`src/rtl/rx_low_pass_fir_ctrl_pkg.sv`:
```
// Shared constants and FSM encoding for the receive low-pass FIR sequencer.
package rx_lpf_pkg;

    localparam int N_TAPS    = 128;
    localparam int ADDR_W    = 7;
    localparam int DATA_W    = 16;
    localparam int ACC_W     = 40;
    localparam int OUT_SHIFT = 15;

    localparam logic signed [DATA_W-1:0] SAT_MAX = 16'sh7FFF;
    localparam logic signed [DATA_W-1:0] SAT_MIN = 16'sh8000;

    typedef enum logic [2:0] {
        IDLE  = 3'd0,
        WRITE = 3'd1,
        MAC   = 3'd2,
        DRAIN = 3'd3,
        OUT   = 3'd4
    } state_e;

endpackage

```
`src/rtl/rx_low_pass_fir_ctrl_if.sv`:
```
// Sample input, status, BRAM port and filtered-output bundle of the FIR sequencer.
interface rx_low_pass_fir_ctrl_if;
    import rx_lpf_pkg::*;

    // sample_valid is a one-cycle strobe with no ready: it is taken only when the
    // sequencer is idle, otherwise the sample is dropped and overrun latches.
    // fir_valid is a one-cycle strobe qualifying fir_out.
    logic [DATA_W-1:0] sample_in;
    logic              sample_valid;
    logic              busy;
    logic              overrun;
    logic              smp_ena;
    logic              smp_wea;
    logic [ADDR_W-1:0] smp_addra;
    logic [DATA_W-1:0] smp_dia;
    logic              smp_enb;
    logic [ADDR_W-1:0] smp_addrb;
    logic [DATA_W-1:0] smp_dob;
    logic              coef_enb;
    logic [ADDR_W-1:0] coef_addrb;
    logic [DATA_W-1:0] coef_dob;
    logic [DATA_W-1:0] fir_out;
    logic              fir_valid;
    state_e            state_dbg;

    modport master (
        input  sample_in, sample_valid, smp_dob, coef_dob,
        output busy, overrun, smp_ena, smp_wea, smp_addra, smp_dia,
               smp_enb, smp_addrb, coef_enb, coef_addrb,
               fir_out, fir_valid, state_dbg
    );

    modport slave (
        output sample_in, sample_valid, smp_dob, coef_dob,
        input  busy, overrun, smp_ena, smp_wea, smp_addra, smp_dia,
               smp_enb, smp_addrb, coef_enb, coef_addrb,
               fir_out, fir_valid, state_dbg
    );

endinterface

```
`src/rtl/rx_low_pass_fir_ctrl_mac.sv`:
```
// Product register, accumulator and output scaling/saturation of the FIR.
// Build option RX_LPF_ROUND_EN selects round-half-up instead of floor before saturation.
module rx_lpf_mac
    import rx_lpf_pkg::*;
(
    input  logic                     clk,
    input  logic                     rrx_rst,
    input  logic signed [DATA_W-1:0] smp_i,
    input  logic signed [DATA_W-1:0] coef_i,
    input  logic                     prod_en_i,
    input  logic                     acc_clr_i,
    input  logic                     acc_en_i,
    input  logic                     load_i,
    output logic        [DATA_W-1:0] fir_out_o
);

    localparam logic signed [ACC_W-1:0] HI_EXT = {{(ACC_W-DATA_W){1'b0}}, SAT_MAX};
    localparam logic signed [ACC_W-1:0] LO_EXT = {{(ACC_W-DATA_W){1'b1}}, SAT_MIN};

    logic signed [2*DATA_W-1:0] prod_q;
    logic signed [ACC_W-1:0]    acc_q;
    logic        [DATA_W-1:0]   fir_q;
    logic signed [ACC_W-1:0]    acc_adj;
    logic signed [ACC_W-1:0]    shifted;
    logic        [DATA_W-1:0]   sat_res;

`ifdef RX_LPF_ROUND_EN
    localparam logic signed [ACC_W-1:0] RND = ACC_W'(1) << (OUT_SHIFT - 1);
    assign acc_adj = acc_q + RND;
`else
    assign acc_adj = acc_q;
`endif

    always_comb begin
        shifted = acc_adj >>> OUT_SHIFT;
        sat_res = shifted[DATA_W-1:0];
        if (shifted > HI_EXT) begin
            sat_res = SAT_MAX;
        end else if (shifted < LO_EXT) begin
            sat_res = SAT_MIN;
        end
    end

    always_ff @(posedge clk or posedge rrx_rst) begin
        if (rrx_rst) begin
            prod_q <= '0;
            acc_q  <= '0;
            fir_q  <= '0;
        end else begin
            if (prod_en_i) begin
                prod_q <= smp_i * coef_i;
            end
            if (acc_clr_i) begin
                acc_q <= '0;
            end else if (acc_en_i) begin
                acc_q <= acc_q + {{(ACC_W-2*DATA_W){prod_q[2*DATA_W-1]}}, prod_q};
            end
            if (load_i) begin
                fir_q <= sat_res;
            end
        end
    end

    assign fir_out_o = fir_q;

endmodule

```
`src/rtl/rx_low_pass_fir_ctrl.sv`:
```
// FIR sequencer: writes each accepted sample into the circular buffer, walks all
// taps through the sample/coefficient BRAMs and emits one saturated result.
module rx_low_pass_fir_ctrl
    import rx_lpf_pkg::*;
(
    input  logic                   clk,
    input  logic                   rrx_rst,
    rx_low_pass_fir_ctrl_if.master bus
);

    state_e            state_q, state_d;
    logic [ADDR_W-1:0] wr_ptr_q, wr_ptr_d;
    logic [ADDR_W-1:0] base_q, base_d;
    logic [ADDR_W-1:0] k_q, k_d;
    logic [DATA_W-1:0] sample_q, sample_d;
    logic [1:0]        drain_q, drain_d;
    logic              overrun_q, overrun_d;
    logic              prod_en_q, acc_en_q;
    logic              acc_clr, load_out;
    logic              smp_ena, smp_wea, smp_enb, coef_enb;
    logic [ADDR_W-1:0] smp_addra, smp_addrb, coef_addrb;
    logic [DATA_W-1:0] smp_dia;

    always_comb begin
        state_d    = state_q;
        wr_ptr_d   = wr_ptr_q;
        base_d     = base_q;
        k_d        = k_q;
        sample_d   = sample_q;
        drain_d    = drain_q;
        overrun_d  = overrun_q;
        acc_clr    = 1'b0;
        load_out   = 1'b0;
        smp_ena    = 1'b0;
        smp_wea    = 1'b0;
        smp_addra  = '0;
        smp_dia    = '0;
        smp_enb    = 1'b0;
        smp_addrb  = '0;
        coef_enb   = 1'b0;
        coef_addrb = '0;

        if (bus.sample_valid && (state_q != IDLE)) begin
            overrun_d = 1'b1;
        end

        case (state_q)
            IDLE: begin
                if (bus.sample_valid) begin
                    sample_d = bus.sample_in;
                    base_d   = wr_ptr_q;
                    state_d  = WRITE;
                end
            end
            WRITE: begin
                smp_ena   = 1'b1;
                smp_wea   = 1'b1;
                smp_addra = base_q;
                smp_dia   = sample_q;
                wr_ptr_d  = wr_ptr_q + 1'b1;
                k_d       = '0;
                acc_clr   = 1'b1;
                state_d   = MAC;
            end
            MAC: begin
                // Newest sample is tap 0, so the sample address walks backwards.
                smp_enb    = 1'b1;
                coef_enb   = 1'b1;
                smp_addrb  = base_q - k_q;
                coef_addrb = k_q;
                k_d        = k_q + 1'b1;
                if (k_q == ADDR_W'(N_TAPS - 1)) begin
                    drain_d = '0;
                    state_d = DRAIN;
                end
            end
            DRAIN: begin
                drain_d = drain_q + 1'b1;
                if (drain_q == 2'd2) begin
                    load_out = 1'b1;
                    state_d  = OUT;
                end
            end
            OUT: begin
                state_d = IDLE;
            end
            default: begin
                state_d = IDLE;
            end
        endcase
    end

    always_ff @(posedge clk or posedge rrx_rst) begin
        if (rrx_rst) begin
            state_q   <= IDLE;
            wr_ptr_q  <= '0;
            base_q    <= '0;
            k_q       <= '0;
            sample_q  <= '0;
            drain_q   <= '0;
            overrun_q <= 1'b0;
            prod_en_q <= 1'b0;
            acc_en_q  <= 1'b0;
        end else begin
            state_q   <= state_d;
            wr_ptr_q  <= wr_ptr_d;
            base_q    <= base_d;
            k_q       <= k_d;
            sample_q  <= sample_d;
            drain_q   <= drain_d;
            overrun_q <= overrun_d;
            // BRAM read latency: product one cycle after the address, accumulate one after that.
            prod_en_q <= (state_q == MAC);
            acc_en_q  <= prod_en_q;
        end
    end

    rx_lpf_mac u_mac (
        .clk       (clk),
        .rrx_rst   (rrx_rst),
        .smp_i     (bus.smp_dob),
        .coef_i    (bus.coef_dob),
        .prod_en_i (prod_en_q),
        .acc_clr_i (acc_clr),
        .acc_en_i  (acc_en_q),
        .load_i    (load_out),
        .fir_out_o (bus.fir_out)
    );

    assign bus.busy       = (state_q != IDLE);
    assign bus.overrun    = overrun_q;
    assign bus.fir_valid  = (state_q == OUT);
    assign bus.state_dbg  = state_q;
    assign bus.smp_ena    = smp_ena;
    assign bus.smp_wea    = smp_wea;
    assign bus.smp_addra  = smp_addra;
    assign bus.smp_dia    = smp_dia;
    assign bus.smp_enb    = smp_enb;
    assign bus.smp_addrb  = smp_addrb;
    assign bus.coef_enb   = coef_enb;
    assign bus.coef_addrb = coef_addrb;

endmodule

```
`src/flat_wrapper.sv`:
```
// flat-port wrapper written by rule: the top's interface ports become plain ports
module rx_low_pass_fir_ctrl_flat import rx_lpf_pkg::*;
  (clk, rrx_rst, bus_sample_in, bus_sample_valid, bus_smp_dob, bus_coef_dob, bus_busy, bus_overrun, bus_smp_ena, bus_smp_wea, bus_smp_addra, bus_smp_dia, bus_smp_enb, bus_smp_addrb, bus_coef_enb, bus_coef_addrb, bus_fir_out, bus_fir_valid, bus_state_dbg);
  rx_low_pass_fir_ctrl_if bus_i ();
  input  logic clk;
  input  logic rrx_rst;
  input wire logic [$bits(bus_i.sample_in)-1:0] bus_sample_in;
  input wire logic [$bits(bus_i.sample_valid)-1:0] bus_sample_valid;
  input wire logic [$bits(bus_i.smp_dob)-1:0] bus_smp_dob;
  input wire logic [$bits(bus_i.coef_dob)-1:0] bus_coef_dob;
  output wire logic [$bits(bus_i.busy)-1:0] bus_busy;
  output wire logic [$bits(bus_i.overrun)-1:0] bus_overrun;
  output wire logic [$bits(bus_i.smp_ena)-1:0] bus_smp_ena;
  output wire logic [$bits(bus_i.smp_wea)-1:0] bus_smp_wea;
  output wire logic [$bits(bus_i.smp_addra)-1:0] bus_smp_addra;
  output wire logic [$bits(bus_i.smp_dia)-1:0] bus_smp_dia;
  output wire logic [$bits(bus_i.smp_enb)-1:0] bus_smp_enb;
  output wire logic [$bits(bus_i.smp_addrb)-1:0] bus_smp_addrb;
  output wire logic [$bits(bus_i.coef_enb)-1:0] bus_coef_enb;
  output wire logic [$bits(bus_i.coef_addrb)-1:0] bus_coef_addrb;
  output wire logic [$bits(bus_i.fir_out)-1:0] bus_fir_out;
  output wire logic [$bits(bus_i.fir_valid)-1:0] bus_fir_valid;
  output wire logic [$bits(bus_i.state_dbg)-1:0] bus_state_dbg;
  assign bus_i.sample_in = bus_sample_in;
  assign bus_i.sample_valid = bus_sample_valid;
  assign bus_i.smp_dob = bus_smp_dob;
  assign bus_i.coef_dob = bus_coef_dob;
  assign bus_busy = bus_i.busy;
  assign bus_overrun = bus_i.overrun;
  assign bus_smp_ena = bus_i.smp_ena;
  assign bus_smp_wea = bus_i.smp_wea;
  assign bus_smp_addra = bus_i.smp_addra;
  assign bus_smp_dia = bus_i.smp_dia;
  assign bus_smp_enb = bus_i.smp_enb;
  assign bus_smp_addrb = bus_i.smp_addrb;
  assign bus_coef_enb = bus_i.coef_enb;
  assign bus_coef_addrb = bus_i.coef_addrb;
  assign bus_fir_out = bus_i.fir_out;
  assign bus_fir_valid = bus_i.fir_valid;
  assign bus_state_dbg = bus_i.state_dbg;
  rx_low_pass_fir_ctrl u_core (.clk(clk), .rrx_rst(rrx_rst), .bus(bus_i));
endmodule
```
`config.mk`:
```
export PLATFORM = sky130hd
export DESIGN_NAME = rx_low_pass_fir_ctrl_flat
export DESIGN_NICKNAME = d
export VERILOG_FILES = /design/src/rtl/rx_low_pass_fir_ctrl_pkg.sv /design/src/rtl/rx_low_pass_fir_ctrl_if.sv /design/src/rtl/rx_low_pass_fir_ctrl_mac.sv /design/src/rtl/rx_low_pass_fir_ctrl.sv /design/src/flat_wrapper.sv
export SDC_FILE = /design/constraint.sdc
export NUM_CORES = 1
export LEC_CHECK = 0
export ABC_CLOCK_PERIOD_IN_PS = 5900
export BUFFER_PORTS_ARGS = -buffer_cell sky130_fd_sc_hd__buf_2
export CORE_MARGIN = 2
export CORE_UTILIZATION = 65
export DETAILED_ROUTE_END_ITERATION = 10
export GPL_ROUTABILITY_DRIVEN = 0
export PLACE_DENSITY_LB_ADDON = 0.12
export SYNTH_ARGS = -nofsm -noshare
export SYNTH_HDL_FRONTEND = slang
export SYNTH_HIERARCHICAL = 1
export SYNTH_SLANG_ARGS = --single-unit
```
`constraint.sdc`:
```
create_clock -name clk -period 5.9 [get_ports clk]
set_input_delay 0.295 -clock clk [delete_from_list [all_inputs] [get_ports clk]]
set_output_delay 0.295 -clock clk [all_outputs]
set_load 0.02 [all_outputs]
```
Word level (Yosys, flattened, before mapping)
Cells that the tools add are included.
{ "word_totals": {"regBits": 133, "out_inout_bits": 63, "inputBits": 51} }
{ "op_classes": {"n_addsub": 5, "eq_ne": 9, "muxes": 19, "magnitude_cmp": 2, "n_reduce_logical": 9, "multipliers": 1} }
{ "op_table": {"columns": ["cell", "count"], "rows": [
  ["$mux 40", 2],
  ["$mux 16", 3],
  ["$add 40x40->40", 1],
  ["$mul 16x16->32", 1],
  ["$gt 25x16->1 const B", 1],
  ["$lt 25x16->1 const B", 1],
  ["$mux 7", 3],
  ["$add 7x1->7 const B", 2],
  ["$pmux 7 s2", 1],
  ["$pmux 3 s4", 1],
  ["$mux 3", 3],
  ["$eq 7x7->1 const B", 1],
  ["$sub 7x7->7", 1],
  ["$eq 3x2->1 const B", 2],
  ["$reduce_bool 2->1", 3],
  ["$mux 1", 4],
  ["$ne 2x1->1 const B", 2],
  ["$pmux 2 s2", 1],
  ["$reduce_and 2->1", 2],
  ["$eq 3x1->1 const B", 1],
  ["$eq 3x3->1 const B", 1],
  ["$logic_not 3->1", 1],
  ["$reduce_and 3->1", 1],
  ["$reduce_bool 3->1", 1],
  ["other kinds (5)", 5]
]} }

Logic depth before layout (Yosys ltp)
{ "depth": {"depth_word": 3, "ltp_mapped": 25, "depth_no_buf": 24} }

Modules after synthesis
The synthesis kept the hierarchy.
{ "by_module_without_submodules": {"columns": ["mod", "area_each_um2", "seq_area_each_um2", "cells_per_inst", "n_inst"], "rows": [
  ["rx_lpf_mac", 15423.5, 2202.1, 1696, 1],
  ["rx_low_pass_fir_ctrl", 2412.3, 1126.1, 224, 1]
]} }

Worst setup path before layout
No wires, ideal clock.
{ "synth_path": {"kind": "input to register", "start": "input port bus_coef_dob[1]", "end": "register u_core.u_mac.prod_q[30]", "t_required_ns": 5.775, "setup_ns": 0.125, "arrival_ns": 6.148, "path_slack_ns": -0.373, "cell_stages": 19, "cell_sequence": "clkbuf_1 > nand2_1 > inv_1 > fa_1 > fa_1 > fa_1 > fa_1 > fa_1 > inv_1 > fa_1 > inv_1 > ha_1 > or2_2 > a21oi_1 > a211oi_2 > or4_1 > a31oi_1 > xnor2_1 > mux2_4"} }
{ "synth_via": {"elab_chain_cells": 1} }
{ "synth_lines": {"columns": ["item", "line_no", "source"], "rows": [
  ["from (decl)", "flat_wrapper.sv:10", "input wire logic [$bits(bus_i.coef_dob)-1:0] bus_coef_dob;"],
  ["$mul 16x16->32", "rx_low_pass_fir_ctrl_mac.sv:51", "prod_q <= smp_i * coef_i;"],
  ["to (signal assigned)", "rx_low_pass_fir_ctrl_mac.sv:51", null],
  ["to (decl)", "rx_low_pass_fir_ctrl_mac.sv:20", "logic signed [2*DATA_W-1:0] prod_q;"]
]} }
Every way passes these cells.
A chain may end at the register's enable or synchronous reset.

Worst setup path after layout
{ "layout_path": {"start": "input port bus_smp_dob[8]", "end": "register u_core.u_mac.prod_q[30]"} }
{ "layout_via": {"elab_chain_cells": 1} }
{ "layout_lines": {"columns": ["item", "line_no", "source"], "rows": [
  ["from (decl)", "flat_wrapper.sv:9", "input wire logic [$bits(bus_i.smp_dob)-1:0] bus_smp_dob;"],
  ["$mul 16x16->32", "rx_low_pass_fir_ctrl_mac.sv:51", null]
]} }
Every way passes these cells.

==> summary.md <==
| Metric | Value |
|---|---|
| Pre-antenna DRT Iters | 6 |
| Clock buffer depth | 2 |
| Worst-path maximum fanout | 12 |
| CP Cell Sequence | buf_4, and2_4, fa_1, inv_1, fa_1, fa_1, inv_1, fa_1, fa_1, inv_1, fa_1, inv_1, ha_4, buf_4, nand4_1, a2111oi_4, o21ai_2, a21o_4, a211oi_4, or4_4, a31oi_1, xnor2_1, mux2_4 |
| Critical path endpoint category | flip-flop |
| Global routing's busiest layer | met2 |
| Fin worst setup slack | 163 ps |
| Clock insertion delay at the later pin of the skew report | 430 ps |
| Clock sink count | 133 |
| Syn avg cell area | 9.29 µm² |
| Worst-path clk slew | 70 ps |
| Seq/Total Area, Yosys | 0.187 |
| Main synth FF type | dfrtp_1 |
| WP data arrival | 6040 ps |
| First-pass GRT wire length | 69.4 mm |
| Asr flop ratio synth | 1.00 |
| Inst Count DP | 2452 |
| Die area | 28800 µm² |
| Clock skew | 13.6 ps |
| Die Y | 170 µm |
| Commonest non-fill, non-tap cells in the layout | inv_1 (344), fa_1 (253), nand2_1 (184), buf_4 (158), and2_1 (144) |
| Mapped Cells | 1920 |
| CTS tree | done |
| Rows | 60 |
| DRT Wirelength | 40.0 mm |
| Grt met2 use | 0.538 |
| Die width | 170 µm |
| Met3 Use GR | 0.0420 |
| Nets | 2582 |
| Max Cap Viol | 0 |
| Via count | 14100 |
| Initial core utilization | 0.662 |
| Core box area | 27000 µm² |
| Multi-input logic area | 13100 µm² |
| Post-DP HPWL | 32.1 mm |
| Layout Utilization | 0.763 |
| GRT overflow | 0 |
| Layout area overhead | 15.3% |
| Final Hold Violating Endpoints | 0 |
| Htree depth | 4 |
| F_max | 174 MHz |
| Critical Path Max Stage Delay | 530 ps |
| Average wire per standard cell | 16.1 µm |
| # setup viols final | 0 |
| Vias in the first global route | 15200 |
| Period utilization | 0.972 |
| Run status | complete, no violations |
| Yosys warnings | 6 |
| Filler cells | 1901 |
| Number of antenna violations at the first check in global routing | 0 |
| Final slew viol count | 0 |
| Seq cells post-synth | 133 |
| Post-synth top area share | 0.296 |
| Clock period minus worst slack | 5740 ps |
| Worst relative slew slack | 0.254 |
| Antenna cell count | 0 |
| Flip-flop and latch area | 3330 µm² |
| Post-synth EDFFs | 0 |
| Iteration-0 DRC Markers | 781 |
| DR vias/cell | 5.67 |
| Drt drc | 0 |
| Worst-Margin Slew | 1120 ps |
| Pin count of the biggest net entering global routing | 89 |
| Antenna-violating nets left | 0 |
| Placed inst area | 19700 µm² |
| PortBufs | 113 |
| Syn Nets | 2365 |
| Mapped Area | 17800 µm² |
| Critical Path RT | 6210 ps |
| Synth area leader | fa_1 |
| Yosys cell types | 74 |
| Commonest non-fill, non-tap cell in the layout | inv_1 |
| Gr usage total | 0.299 |
| Clock buffers created by TritonCTS | 17 |
| Fin area | 20600 µm² |
| WS Path Type | in -> reg |
| CTS root buffer | clkbuf_16 |
| Critical path's slowest cell | fa_1 |
| Met1 Usage GRT | 0.371 |
| Layout cells sized above 1 | 0.189 |
| Synth area leaders | fa_1 (30%), dfrtp_1 (19%), ha_1 (9.1%) |
| Number of standard cells in the final layout excluding fillers | 2491 |
| Hold Crit Class | in -> reg |
| Most frequent CP cell | fa_1 |
| Place WS | -384 ps |
| Crit start category | input port |
| IO Count | 114 |
-- flip-flops by register name, indices dropped and copies added, names as in the netlist --
register                cells
u_core/acc_en_q             1
u_core/base_q               7
u_core/bus.overrun          1
u_core/bus.state_dbg        3
u_core/drain_q              2
u_core/k_q                  7
u_core/prod_en_q            1
u_core/sample_q            16
u_core/u_mac/acc_adj       40
u_core/u_mac/fir_out_o     16
u_core/u_mac/prod_q        32
u_core/wr_ptr_q             7
-- per-layer routing --
metal  routed length (µm)  up-vias  share of wire
met5                    0        -              0
met4                 1170        0          0.029
met3                 1740      102          0.044
met2                20800      415           0.52
met1                16300     7070           0.41
li1                     -     6542              -
-- synth_stat cells, drive strengths merged (3+ instances only) --
cell     instances
o31ai            5
nor4             3
ha             130
nor3            15
and3            14
clkbuf          58
mux2i           20
xnor2           49
and2           151
nor2           112
nand4           13
nor2b           13
mux2            49
nand2          186
o21a            10
a2111oi          6
inv            349
and4             4
dfrtp          133
a31o             3
o22ai            7
a2111o           3
a211oi          24
buf             12
or2              3
nand2b          14
or3              7
a21oi           70
o211ai           9
nor4b            3
o21bai          10
fa             264
o21ai           57
nor3b            3
a31oi           13
a21o            31
nand3           21
xor2            21
-- critical path: cells and delay by family --
| kind | cells | cell delay, ps |
|---|---|---|
| compound gates | 5 | 1180 |
| mux | 1 | 250 |
| buf+inv | 6 | 490 |
| xor+xnor | 1 | 140 |
| simple gates | 3 | 490 |
| fa+ha+maj | 7 | 3210 |
-- layout make-up --
cell class,instances,area share
multi-input cells,1368,0.636
flip-flops and latches,133,0.162
repair buffers,268,0.0892
inverters,349,0.0638
clock buffers,18,0.0214
well taps,341,0.0207
clock inverters,14,0.00688
-- repair_timing --
| item | in CTS | in global routing |
|---|---|---|
| gates resized for setup | 0 | 69 |
| setup buffers | 0 | 7 |
| hold buffers | 0 | 0 |
| endpoints found under the setup margin | 0 | 9 |
-- worst paths after layout --
| check | cells after the start | slack (ps) | end | startpoint |
|---|---|---|---|---|
| worst min register to register | 1 | 450 | u_core/bus.overrun | u_core/bus.overrun |
| worst min-delay path | 2 | 90 | u_core/sample_q[12] | bus_sample_in[12] |
| max in group asynchronous | 3 | 4930 | u_core/u_mac/acc_adj[9] | rrx_rst |
| worst max-delay path | 23 | 160 | u_core/u_mac/prod_q[30] | bus_smp_dob[8] |
| worst max register to register | 10 | 2500 | u_core/u_mac/acc_adj[33] | u_core/u_mac/prod_q[2] |
| min in group asynchronous | 2 | 100 | u_core/sample_q[12] | rrx_rst |
-- metrics by stage --
step | hold WS [ps] | setup TNS [ps]
finish | 94.9 | 0
floorplan | 352 | -18.7
detailed placement | 442 | -2240
global route | 81.2 | -59.4
global placement | 434 | -1200
CTS | 86.1 | 0
-- cells by family (layout without fill, tap and decap cells) --
family | Yosys count | count (layout) | share of synthesized area
AOI/OAI and AO/OA | 268 | 268 | 0.100
buffers and inverters | 419 | 649 | 0.0904
and+or+nand+nor | 567 | 567 | 0.158
xor gates and xnor gates | 70 | 70 | 0.0344
adders and majority gates | 394 | 394 | 0.388
DFF | 133 | 133 | 0.187
muxes | 69 | 69 | 0.0426
Power is left out: the tool's default activity adds up to more than one toggle a clock period on the data nets, which glitch-free logic cannot reach.
